### src/rtl/led_seq.sv
// LED pattern sequencer: stores up to DEPTH timed LED steps and plays them back.
// Define LED_SEQ_LOOP_EN to repeat the pattern continuously instead of a one-shot run ending in a done pulse.
module led_seq #(
  parameter int unsigned TICK_DIV = 5_000_000,
  parameter int unsigned DEPTH    = 8,
  parameter logic [1:0]  IDLE_LED = 2'b10
) (
  input  logic       clk,
  input  logic       rst_n,
  input  logic       cmd_valid,
  output logic       cmd_ready,
  input  logic [7:0] cmd_data,
  input  logic       start,
  input  logic       stop,
  input  logic       clear,
  output logic [1:0] led_out,
  output logic       busy,
  output logic       done
);

  localparam int unsigned IW = $clog2(DEPTH);
  localparam int unsigned CW = IW + 1;
  localparam int unsigned PW = 26;
  localparam logic [CW-1:0] DEPTH_C   = CW'(DEPTH);
  localparam logic [PW-1:0] PRESC_MAX = PW'(TICK_DIV - 1);

  typedef enum logic {
    S_IDLE,
    S_PLAY
  } state_e;

  state_e        state_q;
  logic [CW-1:0] count_q;
  logic [IW-1:0] idx_q;
  logic [IW-1:0] idx_d;
  logic [PW-1:0] presc_q;
  logic [5:0]    tick_q;
  logic [1:0]    led_q;
  logic          done_q;
  logic [7:0]    mem_q [DEPTH];

  logic write_en;
  logic tick;
  logic step_end;
  logic last_step;

  assign cmd_ready = (state_q == S_IDLE) && (count_q < DEPTH_C);
  assign write_en  = cmd_valid && cmd_ready && !clear;
  assign tick      = (presc_q == PRESC_MAX);
  assign step_end  = tick && (tick_q == mem_q[idx_q][7:2]);
  assign last_step = (({1'b0, idx_q} + CW'(1)) == count_q);
  assign idx_d     = idx_q + IW'(1);

  assign led_out = led_q;
  assign busy    = (state_q == S_PLAY);
  assign done    = done_q;

  // NOTE: step storage is deliberately not reset; count_q = 0 makes stale contents unreachable.
  always_ff @(posedge clk) begin
    if (write_en) mem_q[count_q[IW-1:0]] <= cmd_data;
  end

  always_ff @(posedge clk or negedge rst_n) begin
    if (!rst_n) begin
      state_q <= S_IDLE;
      count_q <= '0;
      idx_q   <= '0;
      presc_q <= '0;
      tick_q  <= '0;
      led_q   <= IDLE_LED;
      done_q  <= 1'b0;
    end else begin
      done_q <= 1'b0;
      case (state_q)
        S_IDLE: begin
          // Clear beats both a same-cycle write and a same-cycle start.
          if (clear) begin
            count_q <= '0;
          end else begin
            if (write_en) count_q <= count_q + CW'(1);
            if (start && !stop && (count_q != '0)) begin
              state_q <= S_PLAY;
              idx_q   <= '0;
              presc_q <= '0;
              tick_q  <= '0;
              led_q   <= mem_q[0][1:0];
            end
          end
        end
        S_PLAY: begin
          if (stop) begin
            state_q <= S_IDLE;
            led_q   <= IDLE_LED;
          end else begin
            presc_q <= tick ? '0 : presc_q + PW'(1);
            if (step_end) begin
              tick_q <= '0;
              if (!last_step) begin
                idx_q <= idx_d;
                led_q <= mem_q[idx_d][1:0];
              end else begin
`ifdef LED_SEQ_LOOP_EN
                idx_q <= '0;
                led_q <= mem_q[0][1:0];
`else
                state_q <= S_IDLE;
                led_q   <= IDLE_LED;
                done_q  <= 1'b1;
`endif
              end
            end else if (tick) begin
              tick_q <= tick_q + 6'd1;
            end
          end
        end
        default: state_q <= S_IDLE;
      endcase
    end
  end

endmodule

### config.mk
export PLATFORM = sky130hd
export DESIGN_NAME = led_seq
export DESIGN_NICKNAME = d
export VERILOG_FILES = /design/src/rtl/led_seq.sv
export SDC_FILE = /design/constraint.sdc
export NUM_CORES = 1
export LEC_CHECK = 0
export ABC_CLOCK_PERIOD_IN_PS = 6890
export BUFFER_PORTS_ARGS = -buffer_cell sky130_fd_sc_hd__buf_4
export CORE_UTILIZATION = 40
export DETAILED_ROUTE_END_ITERATION = 6
export GPL_TIMING_DRIVEN = 0
export HOLD_SLACK_MARGIN = 0.03
export PLACE_DENSITY_LB_ADDON = 0.1
export SYNTH_ARGS = -nofsm -noshare
export SYNTH_HDL_FRONTEND = slang
export SYNTH_SLANG_ARGS = --single-unit
### constraint.sdc
create_clock -name clk -period 6.89 [get_ports clk]
set_input_delay 0.3445 -clock clk [delete_from_list [all_inputs] [get_ports clk]]
set_output_delay 0.3445 -clock clk [all_outputs]
set_load 0.1 [all_outputs]
==> summary.md <==
| Metric | Value |
|---|---|
| Outcome | complete, no violations |
| Area of the multi-input gates | 0.00188 mm² |
| Core Region | 0.0121 mm² |
| Post-CTS Setup Inserts | 0 |
| Post-layout net count | 449 |
| I/O pins | 19 |
| DR iter-0 viols | 205 |
| Total number of H-tree levels | 3 |
| Hpwl dp | 6.96 mm |
| Clk_lat worst skew | 360 ps |
| Endpoints failing hold | 0 |
| Die width | 114 µm |
| Total Power | 0.00167 W |
| Die H | 114 µm |
| ANT cells | 0 |
| Final wirelength | 10.2 mm |
| TritonCTS clock tree | built |
| Slew headroom | 0.350 |
| Post-CTS Resized | 0 |
| Maximum clock rate | 0.349 GHz |
| EDFF count, synth | 64 |
| Die area | 0.0130 mm² |
| Synthesis Warnings | 0 |
| First-pass GRT wire length | 16.8 mm |
| Setup violators final | 0 |
| Initial Utilization | 0.414 |
| Worst hold path type | in2reg |
| Final setup skew | 7.76 ps |
| Max Cap Viol | 0 |
| Crit path kind | reg2reg |
| FF-to-FF path depth | 11 |
| Number of global-route vias before repair | 3,100 |
| Mean Syn Cell Area | 12.5 µm² |
| Slowest stage delay, CP | 490 ps |
| Pin count of the biggest net entering global routing | 44 |
| CTS Buffer Depth | 2 |
| DRT antenna net count | 0 |
| Synth Register Bits | 107 |
| Part of the cycle the worst path needs | 0.415 |
| Clock sink count | 107 |
| PwrDens | 294 mW/mm² |
| Share of cells above drive strength 1 | 0.161 |
| Vias per inst | 5.15 |
| Fill cells | 1,125 |
| Tot GR Track Use | 0.176 |
| Initial antenna violation count | 0 |
| Crit-path slowest cell | a31oi_1 |
| P&R area growth vs syn | 13.4% |
| Hold Path Stages | 2 |
| Net Count, Synth | 419 |
| Top FF cell, synth | edfxtp_1 |
| CTS buffer count | 9 |
| CTS root buf | clkbuf_16 |
| Fin crit period | 2860 ps |
| Critical path, cell by cell | clkbuf_1, inv_1, ha_1, or3b_2, a31oi_1, or2_2, buf_2, nor2_1, buf_2, buf_2, nor2_1 |
| GP Congestion | 0.798 |
| WP data arrival | 3150 ps |
| IO Port Bufs | 17 |
| Least-Margin Pin Slew | 971 ps |
| Critical Path Source Type | register |
| Detailed-route DRC error count | 0 |
| Nature of the critical path endpoint | register |
| Routed vias | 3,102 |
| Register area | 0.00300 mm² |
| Buf/Inv on CP | 5 |
| Number of stages on the worst setup path | 11 |
| TNS Setup | 0 ps |
| Core Rows | 40 |
| Crit-path leading delay family | buffers and inverters |
| Unique cell type count in the Yosys netlist | 55 |
| WL/cell | 17.0 µm |
| Max FO, Critical Path | 10 |
| Drt first pass iters | 4 |
| Grt total ovfl | 0 |
| Most used cell, CP | buf_2 |
| Sequential element share of the synthesized area | 0.599 |
| # hold bufs at CTS | 1 |
| Clock-pin slew on the worst setup and hold paths | 70 ps |
| Maximum VDD drop | 0.245 mV |
| RSZ-0062 raised after global routing | no |
| CP required | 7170 ps |
| Leak Pwr | 2.13 nW |
| Ys async rst share | 0.402 |
| Synth Instances | 400 |
| Cell area after synthesis | 0.00501 mm² |
| Final Max Tran Viols | 0 |
[metrics by stage]
step / setup slack (ps) / utilization / area (µm²) / cells / hold slack (ps)
2_1_floorplan: 4040 / - / 5010 / 400 / 48.9
3_3_place_gp: 4000 / 0.442 / 5350 / 585 / 381
3_5_place_dp: 4030 / 0.443 / 5370 / 586 / 390
4_1_cts: 4010 / 0.469 / 5680 / 602 / 182
5_1_grt: 3750 / 0.469 / 5680 / 602 / 202
6_report: 4030 / 0.469 / 5680 / 602 / 196
[flip-flops by register name (all words and copies together) (netlist names)]
register  flops
tick_q        6
presc_q      26
count_q       4
mem_q        64
done          1
idx_q         3
led_out       2
busy          1
[worst paths after layout]
| check | slack [ps] | start | end |
|---|---|---|---|
| worst max register to register | 4030 | count_q[1] | presc_q[6] |
| min in group asynchronous | 520 | rst_n | presc_q[4] |
| worst min-delay path | 200 | clear | count_q[2] |
| max in group asynchronous | 5960 | rst_n | presc_q[16] |
| worst min register to register | 510 | presc_q[1] | presc_q[1] |
| worst max-delay path | 4030 | count_q[1] | presc_q[6] |
[synthesized netlist by cell type, types with 3 or more instances]
| library cell | count | share of area |
|---|---|---|
| a22oi_1 | 3 | 0.0045 |
| nor4b_1 | 3 | 0.0052 |
| and2_1 | 4 | 0.0050 |
| nor2_1 | 49 | 0.037 |
| ha_1 | 5 | 0.012 |
| dfrtp_1 | 42 | 0.21 |
| xor2_1 | 25 | 0.044 |
| edfxtp_1 | 64 | 0.38 |
| xnor2_1 | 8 | 0.014 |
| a21oi_1 | 6 | 0.0060 |
| clkbuf_1 | 6 | 0.0045 |
| nand3_1 | 18 | 0.018 |
| mux4_2 | 12 | 0.054 |
| inv_1 | 10 | 0.0075 |
| mux2i_1 | 14 | 0.028 |
| o211ai_1 | 8 | 0.012 |
| nand4_1 | 12 | 0.015 |
| o21ai_0 | 12 | 0.012 |
| buf_6 | 3 | 0.0067 |
| nor3_1 | 9 | 0.0090 |
| mux2_2 | 4 | 0.0090 |
| buf_2 | 8 | 0.0080 |
| and3_1 | 3 | 0.0037 |
| nand2_1 | 33 | 0.025 |
| nor2b_1 | 5 | 0.0062 |
[power by group]
part,internal [W],switching [W]
Clock,0.000288,0.000245
Sequential,0.000707,0.0000165
Combinational,0.000170,0.000242
Total,0.00116,0.000503
[cell families (layout without fill, tap and decap cells)]
kind of cell / count (synthesis) / after routing / share of synthesized area
and+or+nand+nor: 153 / 153 / 0.152
muxes: 30 / 30 / 0.0909
buffers and inverters: 28 / 62 / 0.0282
adders and majority gates: 5 / 5 / 0.0125
xor gates and xnor gates: 33 / 33 / 0.0577
AOI/OAI and AO/OA: 44 / 44 / 0.0599
DFF: 107 / 107 / 0.599
[cells in the final DEF (no fill, tap or decap), drive strengths merged, types with 2 or more instances in the layout]
cell / count
a31oi: 2
nor3: 10
mux2i: 14
inv: 14
edfxtp: 64
nand2b: 2
nand2: 33
and2: 4
o211ai: 8
or2: 2
nor4b: 4
nand3: 18
or4: 2
and3: 3
clkbuf: 15
o21ai: 12
xnor2: 8
mux2: 4
buf: 30
nor2: 49
nor4: 2
nand4: 12
a21oi: 6
xor2: 25
dfrtp: 42
ha: 5
and4: 2
mux4: 12
a22oi: 3
nor2b: 5
[layer usage]
layer,global-route usage,wire length [µm]
met2,0.305,5180
met4,0.0485,107
met5,0,0
met1,0.213,4540
met3,0.0531,411
[area by class of cell]
type / count / area share
Sequential cell: 107 / 0.528
Tap cell: 168 / 0.0370
Timing Repair Buffer: 19 / 0.0262
Clock inverter: 6 / 0.0139
Buffer: 18 / 0.0183
Inverter: 10 / 0.00661
Clock buffer: 9 / 0.0396
Multi-Input combinational cell: 265 / 0.331
(Power assumes the default switching activity.)
